File: config.mk
export PLATFORM = sky130hd
export DESIGN_NAME = reg_dump_sequencer
export DESIGN_NICKNAME = d
export VERILOG_FILES = /design/src/rtl/reg_dump_sequencer.sv
export SDC_FILE = /design/constraint.sdc
export NUM_CORES = 1
export LEC_CHECK = 0
export CAP_MARGIN = 20
export CORE_ASPECT_RATIO = 0.8
export CORE_UTILIZATION = 43
export DETAILED_ROUTE_END_ITERATION = 7
export PLACE_DENSITY_LB_ADDON = 0.3
export SYNTH_ARGS = -nofsm -noshare
export SYNTH_HDL_FRONTEND = slang
export SYNTH_SLANG_ARGS = --single-unit
File: constraint.sdc
create_clock -name i_clk -period 1.8 [get_ports i_clk]
set_input_delay 0.36 -clock i_clk [delete_from_list [all_inputs] [get_ports i_clk]]
set_output_delay 0.36 -clock i_clk [all_outputs]
set_load 0.05 [all_outputs]
File: src/rtl/reg_dump_sequencer.sv
// reg_dump_sequencer: walks the register file's debug read port from index 0
// to CELDAS-1, latches each word and streams it MSB byte first over a
// valid/ready byte interface towards the UART TX path. Used while the CPU is
// halted to dump the whole register bank to the host.
module reg_dump_sequencer #(
    parameter int REGS   = 5,
    parameter int NBITS  = 32,
    parameter int CELDAS = 32
) (
    input  logic             i_clk,
    input  logic             i_reset,
    input  logic             i_start,
    input  logic             i_halted,
    input  logic             i_abort,
    input  logic [NBITS-1:0] i_reg_data,
    input  logic             i_tx_ready,
    output logic [REGS-1:0]  o_reg_addr,
    output logic [7:0]       o_tx_data,
    output logic             o_tx_valid,
    output logic             o_busy,
    output logic             o_done
);

    localparam int NBYTES = NBITS / 8;
    localparam int CNT_W  = (NBYTES > 1) ? $clog2(NBYTES) : 1;
    localparam logic [CNT_W-1:0] LAST_BYTE = CNT_W'(NBYTES - 1);
    localparam logic [REGS-1:0]  LAST_IDX  = REGS'(CELDAS - 1);

    typedef enum logic [1:0] {
        S_IDLE  = 2'd0,
        S_LATCH = 2'd1,
        S_SEND  = 2'd2,
        S_DONE  = 2'd3
    } state_t;

    state_t           r_state;
    state_t           w_state_next;
    logic [REGS-1:0]  r_index;
    logic [CNT_W-1:0] r_byte_cnt;
    logic [NBITS-1:0] r_shift;
    logic             w_start_ok;
    logic             w_xfer;
    logic             w_last_byte;
    logic             w_last_reg;

    // A start is only honoured while halted, and an abort in the same cycle vetoes it.
    assign w_start_ok  = i_start && i_halted && !i_abort;
    assign w_xfer      = (r_state == S_SEND) && i_tx_ready;
    assign w_last_byte = (r_byte_cnt == LAST_BYTE);
    assign w_last_reg  = (r_index == LAST_IDX);

    // State register.
    always_ff @(posedge i_clk or posedge i_reset) begin
        if (i_reset) begin
            r_state <= S_IDLE;
        end else begin
            r_state <= w_state_next;
        end
    end

    // Next-state decode; abort overrides every transition outside IDLE.
    always_comb begin
        w_state_next = r_state;
        case (r_state)
            S_IDLE: begin
                if (w_start_ok) begin
                    w_state_next = S_LATCH;
                end
            end
            S_LATCH: begin
                w_state_next = S_SEND;
            end
            S_SEND: begin
                if (w_xfer) begin
                    if (w_last_byte) begin
                        w_state_next = w_last_reg ? S_DONE : S_LATCH;
                    end
                end
            end
            S_DONE: begin
                w_state_next = S_IDLE;
            end
            default: begin
                w_state_next = S_IDLE;
            end
        endcase
        if (i_abort && (r_state != S_IDLE)) begin
            w_state_next = S_IDLE;
        end
    end

    // Index, byte counter and shift register; the index is left untouched by
    // an aborting handshake so the address holds where the dump stopped.
    always_ff @(posedge i_clk or posedge i_reset) begin
        if (i_reset) begin
            r_index    <= '0;
            r_byte_cnt <= '0;
            r_shift    <= '0;
        end else begin
            case (r_state)
                S_IDLE: begin
                    if (w_start_ok) begin
                        r_index <= '0;
                    end
                end
                S_LATCH: begin
                    r_shift    <= i_reg_data;
                    r_byte_cnt <= '0;
                end
                S_SEND: begin
                    if (i_tx_ready) begin
                        r_shift <= r_shift << 8;
                        if (!w_last_byte) begin
                            r_byte_cnt <= r_byte_cnt + 1'b1;
                        end else if (!w_last_reg && !i_abort) begin
                            r_index <= r_index + 1'b1;
                        end
                    end
                end
                default: begin
                end
            endcase
        end
    end

    // Outputs decoded from registered state only; ready never reaches valid combinationally.
    always_comb begin
        o_reg_addr = r_index;
        o_tx_valid = (r_state == S_SEND);
        o_tx_data  = (r_state == S_SEND) ? r_shift[NBITS-1 -: 8] : 8'h00;
        o_busy     = (r_state != S_IDLE);
        o_done     = (r_state == S_DONE);
    end

endmodule

==> results.json, run 1 <==
{
  "crit_arrival_ns": 1.36,
  "synth_largest_type_area_fraction_pct": 50.5,
  "grt_pass1_vias": 1501,
  "cts_buffer_depth": 2,
  "dr_total_vias": 1678,
  "cp-end-kind": "output port",
  "hold_path.class": "in -> async",
  "grt_max_degree": 49,
  "power_mw": 2.48,
  "power.internal_mw": 1.74,
  "netlist_area_sq_um": 2030,
  "startpoint": "r_state[0]",
  "final_cell_count_no_fill": 327,
  "io_buffers": 53,
  "cap_violations": 0,
  "seqPwrFrac_pct": 52.2,
  "die_h_microns": 63.5,
  "cts_tree": "built",
  "power_frac_comb_pct": 22.4,
  "dr.first_iter.drc_count": 151,
  "clkTransAtPathRegs_ns": 0.08,
  "setup.worst_path.start_class": "flop",
  "r2r_end": "o_reg_addr[3]",
  "synth_cells": 206,
  "die_x_microns": 78.9,
  "ys_top_cells_by_area": "dfrtp_1 50%, mux2i_1 13%, o21ai_0 6.6%",
  "switching_share_pct": 30.0,
  "finClkSkew_ns": 0.00849,
  "row_count": 21,
  "tns_ns": 0,
  "clkPwrFrac_pct": 25.3,
  "cts_buffers": 5,
  "dp_hpwl_microns": 3170,
  "nets": 310,
  "ir_drop_mv": 0.422,
  "dp.cells": 312,
  "drt_first_pass_iters": 4,
  "ys.flop_type": "dfrtp_1",
  "wl_per_cell_microns": 14.1,
  "setup_viol": 0,
  "finalCriticalPeriod_ns": 1.72,
  "root_buffer": "clkbuf_8",
  "relSlewSlack_pct": 61.5,
  "synth_most_common_cell": "dfrtp_1",
  "yosysSeqAreaShare_pct": 50.5,
  "drc": 0,
  "worstMarginPinSlew_ns": 0.576,
  "synthTopCellsByCount": "41 x dfrtp_1, 30 x nand2_1, 27 x mux2i_1, 27 x o21ai_0, 13 x a21oi_1",
  "cts_sinks": 41,
  "clk_latency_ns": 0.29,
  "die_area_sq_um": 5010,
  "ys_types": 29,
  "outcome": "completed",
  "power.switching_mw": 0.744,
  "async_flop_share_pct": 100,
  "path_class": "reg -> out",
  "yosysTopAreaCell": "dfrtp_1",
  "min_period_over_period_pct": 95.4,
  "vias_per_cell": 5.13,
  "core_sq_um": 4360,
  "powerDensity_nw_per_um2": 873,
  "max_freq_mhz": 582,
  "avgSynthCellArea_sq_um": 9.87,
  "required_ns": 1.44,
  "grt_pass1_wl_microns": 7240,
  "overflow": 0,
  "ant_nets": 0,
  "ff2ff_setup_slack_ns": 0.18,
  "grt.total_usage_pct": 18.8,
  "place_congestion": 0.727,
  "antenna_found_initial": 0,
  "rsz0062_at_grt": "no",
  "report.final.slew_viol_count": 0,
  "finalHoldViolations": 0,
  "place_ws_ns": -0.343,
  "r2r_cells": 7,
  "leakagePower_nw": 1.42,
  "start_util_pct": 46.6,
  "cp_max_fo": 9,
  "antenna_cells": 0,
  "rr_startpoint": "o_reg_addr[1]",
  "area_growth_pct": 39.9,
  "synth_edf_count": 0,
  "synth_fp_nets": 247,
  "pin_count": 54,
  "synth_warnings": 0,
  "setup_ws_ns": 0.0821,
  "ys_ff_latch": 41,
  "fillers": 363,
  "drt_wl_total_microns": 4620,
  "htree_levels": 2,
  "layout-drive-gt1-share_pct": 22.6
}
-- sequential cells by signal, summed over array words and instances (netlist names) --
name        cells
r_shift        32
o_reg_addr      5
r_state         2
r_byte_cnt      2
-- logic make-up (layout without fill, tap and decap cells) --
family | after synthesis | count (layout) | synth area share (%)
flops | 41 | 41 | 50.5
buf+inv | 19 | 82 | 5.11
compound gates | 54 | 55 | 14.5
simple gates | 62 | 62 | 14.8
mux | 27 | 27 | 13.3
fa+ha+maj | 3 | 3 | 1.85
-- cell usage in the layout, fill, tap and decap left out --
master	instances
clkdlybuf4s50_1	37
dfrtp_1	37
nand2_1	30
buf_4	28
mux2i_1	27
o21ai_0	27
a21oi_1	13
nor2_1	8
and2_2	8
o22ai_1	7
clkbuf_8	6
inv_1	4
dfrtp_2	4
nand2b_1	3
nor3_1	3
buf_12	3
a21boi_4	2
o211ai_1	2
or2_2	2
nand3_1	2
ha_4	2
nor2b_1	1
nand2b_4	1
clkinv_1	1
inv_4	1
nor4_4	1
or2_4	1
and2_1	1
and3_4	1
a41oi_1	1
a31oi_1	1
o21ai_1	1
o21a_1	1
ha_1	1
clkinvlp_4	1
clkbuf_1	1
-- routing by layer --
metal  vias up  routed length (microns)  track usage, %
met3         7                      276            4.49
met4         0                       51            6.14
met5         -                        0               0
met1       785                     2280            28.2
li1        835                        -               -
met2        51                     2010            26.4
-- worst max-delay path by stage --
stage	to	cells past startpoint
6_report	o_tx_data[4]	4
5_1_grt	o_tx_data[4]	4
4_1_cts	r_shift[26]	4
3_5_place_dp	r_shift[26]	4
3_3_place_gp	r_shift[24]	4
2_1_floorplan	o_reg_addr[1]	7
-- power groups by stage --
stage | clock network, mW | logic, mW | registers [mW]
final | 0.630 | 0.557 | 1.30
after global routing | 0.691 | 0.629 | 1.33
after CTS | 0.636 | 0.543 | 1.30
after detailed placement | 0 | 0.539 | 1.32
after global placement | 0 | 0.519 | 1.30
after floorplan | 0 | 0.363 | 1.28
-- stage by stage --
| step | area [sq um] | hold slack [ns] | utilization, % |
|---|---|---|---|
| after floorplan | 2080 | 0.423 | - |
| after global placement | 2680 | 0.456 | 61.3 |
| after detailed placement | 2680 | 0.462 | 61.3 |
| after CTS | 2780 | 0.347 | 63.6 |
| after global routing | 2850 | 0.369 | 65.2 |
| final | 2850 | 0.339 | 65.2 |
-- timing repair --
item | in CTS | in global routing
endpoints found under the setup margin | 35 | 35
pin swaps | 0 | 1
hold buffers | 0 | 0
resized for setup | 4 | 3
buffers inserted | 0 | 6
cloned | 0 | 1
-- worst max-delay path, stage by stage (launching register included) --
cell      delay (ns)
dfrtp_2         0.44
nand2b_4        0.18
inv_4           0.10
and2_2          0.15
buf_4           0.19
-- cell type report --
cell class	instances	area, sq um	area share [%]
Sequential cell	41	1030	36.2
Multi-Input combinational cell	147	983	34.6
Tap cell	57	71.3	2.51
Inverter	6	25.0	0.880
Timing Repair Buffer	68	641	22.5
Clock buffer	7	86.3	3.03
Clock inverter	1	7.51	0.264
No activity file was read; power rests on OpenSTA's default activity.
==> inputs of run 2 (changes only) <==
- CELL_PAD_IN_SITES_DETAIL_PLACEMENT: unset -> 1
- CELL_PAD_IN_SITES_GLOBAL_PLACEMENT: unset -> 2
- CORE_UTILIZATION: 43 -> 26
- SKIP_LAST_GASP: unset -> 1
==> results.json, run 2 (synthesis gave the netlist of run 1 again) <==
{
  "outcome": "completed",
  "antenna_found_initial": 0,
  "seqCellArea_sq_um": 1030,
  "pin_count": 54,
  "dr_total_vias": 1685,
  "powerDensity_nw_per_um2": 898,
  "cp-end-kind": "output port",
  "place_ws_ns": -0.421,
  "crit_chain": "buf_4 > buf_4 > and2_1 > buf_12",
  "cts_buffers": 5,
  "vias_per_cell": 4.51,
  "slowest_delay_ns": 0.44,
  "critPathSlowestCell": "dfrtp_2",
  "clk_latency_ns": 0.29,
  "r2r_cells": 7,
  "rsz0062_at_grt": "yes",
  "grt_pass1_vias": 1783,
  "crit_arrival_ns": 1.39,
  "hold_path.class": "in -> async",
  "required_ns": 1.44,
  "ant_nets": 0,
  "cts_tree": "built",
  "holdWs_ns": 0.409,
  "nets": 309,
  "setup_viol": 0,
  "area_growth_pct": 45.7,
  "start_util_pct": 27.1,
  "antenna_cells": 0,
  "ir_drop_mv": 0.281,
  "largest_reg_flops": 32,
  "final_common_cell": "dfrtp_1",
  "grt.total_usage_pct": 14.8,
  "row_count": 28,
  "dp.cells": 361,
  "cts_buffer_depth": 2,
  "finalCriticalPeriod_ns": 1.75,
  "power_mw": 2.66,
  "fillers": 874,
  "die_h_microns": 81.1,
  "cap_violations": 0,
  "die_x_microns": 101,
  "final_cell_count_no_fill": 374,
  "finClkSkew_ns": 0.00699,
  "drc": 0,
  "fin_area_sq_um": 2960,
  "clkTransAtPathRegs_ns": 0.08,
  "worstMarginPinSlew_ns": 0.656,
  "dr.first_iter.drc_count": 62,
  "min_period_over_period_pct": 97.3,
  "overflow": 0,
  "relSlewSlack_pct": 56.1,
  "setup_ws_ns": 0.0495,
  "path_class": "reg -> out",
  "wl_per_cell_microns": 14.5,
  "max_freq_mhz": 571,
  "regMostFlops": "r_shift",
  "multi_input_area_sq_um": 986,
  "finalHoldViolations": 0,
  "crit_path_frequent_cell": "buf_4",
  "htree_levels": 2,
  "root_buffer": "clkbuf_8",
  "drt_wl_total_microns": 5420,
  "setup.worst_path.start_class": "flop",
  "leakagePower_nw": 1.43,
  "grt_pass1_wl_microns": 9090,
  "io_buffers": 53,
  "dp_hpwl_microns": 3670,
  "cp_max_fo": 6,
  "cts_sinks": 41,
  "place_congestion": 0.730,
  "layout-drive-gt1-share_pct": 22.7,
  "die_area_sq_um": 8180,
  "core_sq_um": 7500,
  "layout_common_cells": "38 x dfrtp_1, 37 x clkdlybuf4s50_1, 30 x nand2_1, 27 x mux2i_1, 27 x o21ai_0",
  "place_area_sq_um": 2760,
  "report.final.slew_viol_count": 0,
  "grt_max_degree": 42,
  "drt_first_pass_iters": 4
}
[run 2: stage by stage]
stage                      TNS, ns  util [%]
after floorplan             -0.623         -
after global placement       -9.10      36.7
after detailed placement     -9.64      36.7
after CTS                   -0.211      38.8
after global routing      -0.00967      39.5
final                            0      39.5
[run 2: worst max-delay path, delay by kind of cell (launching register included)]
family / cells / cell delay [ns]
flops: 1 / 0.44
simple gates: 1 / 0.17
buf+inv: 3 / 0.48
[run 2: cell type report]
| class | instances | area share [%] |
|---|---|---|
| flip-flops and latches | 41 | 34.8 |
| repair buffers | 67 | 22.6 |
| well taps | 105 | 4.43 |
| inverters | 6 | 0.929 |
| clock buffers | 6 | 2.79 |
| clock inverters | 2 | 1.27 |
| multi-input cells | 147 | 33.3 |
[run 2: repair_timing]
item,CTS,global route
setup endpoints to repair,35,21
hold buffers,0,0
gates cloned,1,0
resized for setup,5,9
buffers inserted,1,3
pin swaps,0,1
[run 2: report_power, final]
group / internal [mW] / switching, mW / total (mW)
clock: 0.451 / 0.337 / 0.788
combinational: 0.284 / 0.296 / 0.580
sequential: 1.15 / 0.140 / 1.29
[run 2: worst paths after layout]
path	start	endpoint	slack, ns
min in group i_clk	r_shift[24]	r_shift[24]	0.48
max	r_state[1]	o_done	0.05
max in group asynchronous	i_reset	r_state[1]	1.17
max reg2reg	o_reg_addr[0]	o_reg_addr[3]	0.17
min reg2reg	r_shift[24]	r_shift[24]	0.48
min	i_reset	o_reg_addr[3]	0.41
[run 2: routing by layer]
metal	GRT usage [%]	wire [microns]
met3	3.61	271
met4	4.35	52
met2	22.2	2270
met5	0	0
met1	21.1	2830
==> inputs of run 3 (changes only) <==
- PLACE_DENSITY_LB_ADDON: 0.3 -> 0.1
==> results.json, run 3 (synthesis gave the netlist of run 1 again) <==
{
  "path_class": "reg -> out",
  "area_growth_pct": 49.2,
  "layout_common_cells": "38 x dfrtp_1, 37 x clkdlybuf4s50_1, 30 x nand2_1, 27 x o21ai_0, 26 x mux2i_1",
  "tns_ns": 0,
  "ant_nets": 0,
  "min_period_over_period_pct": 97.4,
  "io_buffers": 53,
  "row_count": 28,
  "drt_first_pass_iters": 4,
  "fillers": 868,
  "cp_max_fo": 5,
  "hold_path.class": "in -> async",
  "dp_hpwl_microns": 3690,
  "report.final.slew_viol_count": 0,
  "fin_area_sq_um": 3030,
  "ir_drop_mv": 0.329,
  "dr.first_iter.drc_count": 53,
  "grt.total_usage_pct": 15.0,
  "holdWs_ns": 0.420,
  "die_area_sq_um": 8180,
  "antenna_cells": 0,
  "htree_levels": 2,
  "cp-end-kind": "output port",
  "finalHoldViolations": 0,
  "grt_max_degree": 42,
  "drt_wl_total_microns": 5870,
  "core_sq_um": 7500,
  "vias_per_cell": 4.49,
  "cts_sinks": 41,
  "dr_total_vias": 1712,
  "place_area_sq_um": 2770,
  "power_frac_comb_pct": 22.5,
  "relSlewSlack_pct": 54.1,
  "clkTransAtPathRegs_ns": 0.08,
  "slowest_delay_ns": 0.44,
  "finalCriticalPeriod_ns": 1.75,
  "rsz0062_at_grt": "yes",
  "seqPwrFrac_pct": 48.4,
  "setup_viol": 0,
  "overflow": 0,
  "finClkSkew_ns": 0.00305,
  "grt_pass1_vias": 1759,
  "clkPwrFrac_pct": 29.1,
  "root_buffer": "clkbuf_8",
  "outcome": "completed",
  "powerDensity_nw_per_um2": 881,
  "switching_share_pct": 28.9,
  "setup.worst_path.start_class": "flop",
  "layout-drive-gt1-share_pct": 24.6,
  "cts_tree": "built",
  "grt_pass1_wl_microns": 9210,
  "die_x_microns": 101,
  "power.internal_mw": 1.90,
  "power.switching_mw": 0.773,
  "place_congestion": 0.721,
  "drc": 0,
  "crit_chain": "nand2b_4 > clkinvlp_4 > and2_2 > buf_6",
  "required_ns": 1.44,
  "cts_buffer_depth": 2,
  "pin_count": 54,
  "cap_violations": 0,
  "clk_latency_ns": 0.29,
  "leakagePower_nw": 1.45,
  "crit_arrival_ns": 1.39,
  "worstMarginPinSlew_ns": 0.684,
  "final_common_cell": "dfrtp_1",
  "largest_reg_flops": 32,
  "max_freq_mhz": 570,
  "critPathSlowestCell": "dfrtp_2",
  "antenna_found_initial": 0,
  "regMostFlops": "r_shift",
  "cts_buffers": 5,
  "wl_per_cell_microns": 15.4,
  "r2r_cells": 7,
  "die_h_microns": 81.1,
  "start_util_pct": 27.1,
  "nets": 316
}
## run 3: cell types whose count changed in the layout (fill, tap and decap cells not counted), sizes merged
| cell | change |
|---|---|
| inv | -1 |
| a21boi | +2 |
| buf | +4 |
| clkbuf | +1 |
| clkinvlp | +1 |
## run 3: through the flow
stage	cells	power [mW]	worst slack (ns)	utilization [%]
final	381	2.67	0.0461	40.5
after CTS	376	2.71	-0.00122	39.6
after global placement	363	1.86	-0.385	36.9
after detailed placement	363	1.89	-0.467	36.9
after global routing	381	2.85	-0.0224	40.5
after floorplan	206	1.64	-0.0614	-
## run 3: what timing repair did
| item | in CTS | in global routing |
|---|---|---|
| endpoints found under the setup margin | 35 | 32 |
| cloned | 2 | 2 |
| setup buffers | 4 | 3 |
| hold buffers | 0 | 0 |
| gates resized for setup | 13 | 5 |
| pin swaps | 2 | 2 |
| hold endpoints to repair | 0 | 0 |
## run 3: power by group through the flow
stage | Clock, mW | Combinational (mW) | Sequential [mW]
floorplan | 0 | 0.363 | 1.28
detailed placement | 0 | 0.566 | 1.32
finish | 0.778 | 0.601 | 1.29
global route | 0.840 | 0.678 | 1.34
CTS | 0.809 | 0.599 | 1.30
global placement | 0 | 0.549 | 1.31
## run 3: worst max-delay path, delay by kind of cell (launching register included)
| kind | cells | cell delay [ns] |
|---|---|---|
| DFF | 1 | 0.44 |
| buffers and inverters | 2 | 0.31 |
| and+or+nand+nor | 2 | 0.35 |
## run 3: layer usage
layer  global-route usage [%]  vias up  part of all wire (%)  routed length, microns
met3                     3.53        5                   4.5                     262
met4                     4.35        0                  0.78                      46
met2                     22.3       38                    43                    2540
met5                        0        -                     0                       0
li1                         -      854                     -                       -
met1                     21.5      815                    51                    3010
## run 3: layout make-up
| class | count | area, sq um | share of cell area, % |
|---|---|---|---|
| clock buffer | 7 | 86.3 | 2.85 |
| clock inverter | 1 | 30.0 | 0.990 |
| inverter | 6 | 26.3 | 0.866 |
| multi-input combinational | 149 | 1010 | 33.4 |
| sequential | 41 | 1030 | 33.9 |
| tap | 105 | 131 | 4.33 |
| timing repair buffer | 71 | 709 | 23.4 |
| timing repair inverter | 1 | 7.51 | 0.247 |
## run 3: path summary, 6_finish.rpt
path                       slack (ns)             to           from
max                              0.05   o_tx_data[4]     r_state[1]
min                              0.42  o_reg_addr[2]        i_reset
max reg2reg                      0.11  o_reg_addr[3]  o_reg_addr[1]
min reg2reg                      0.48    r_shift[28]    r_shift[28]
max in group asynchronous        1.16  o_reg_addr[0]        i_reset
min in group i_clk               0.48    r_shift[28]    r_shift[28]
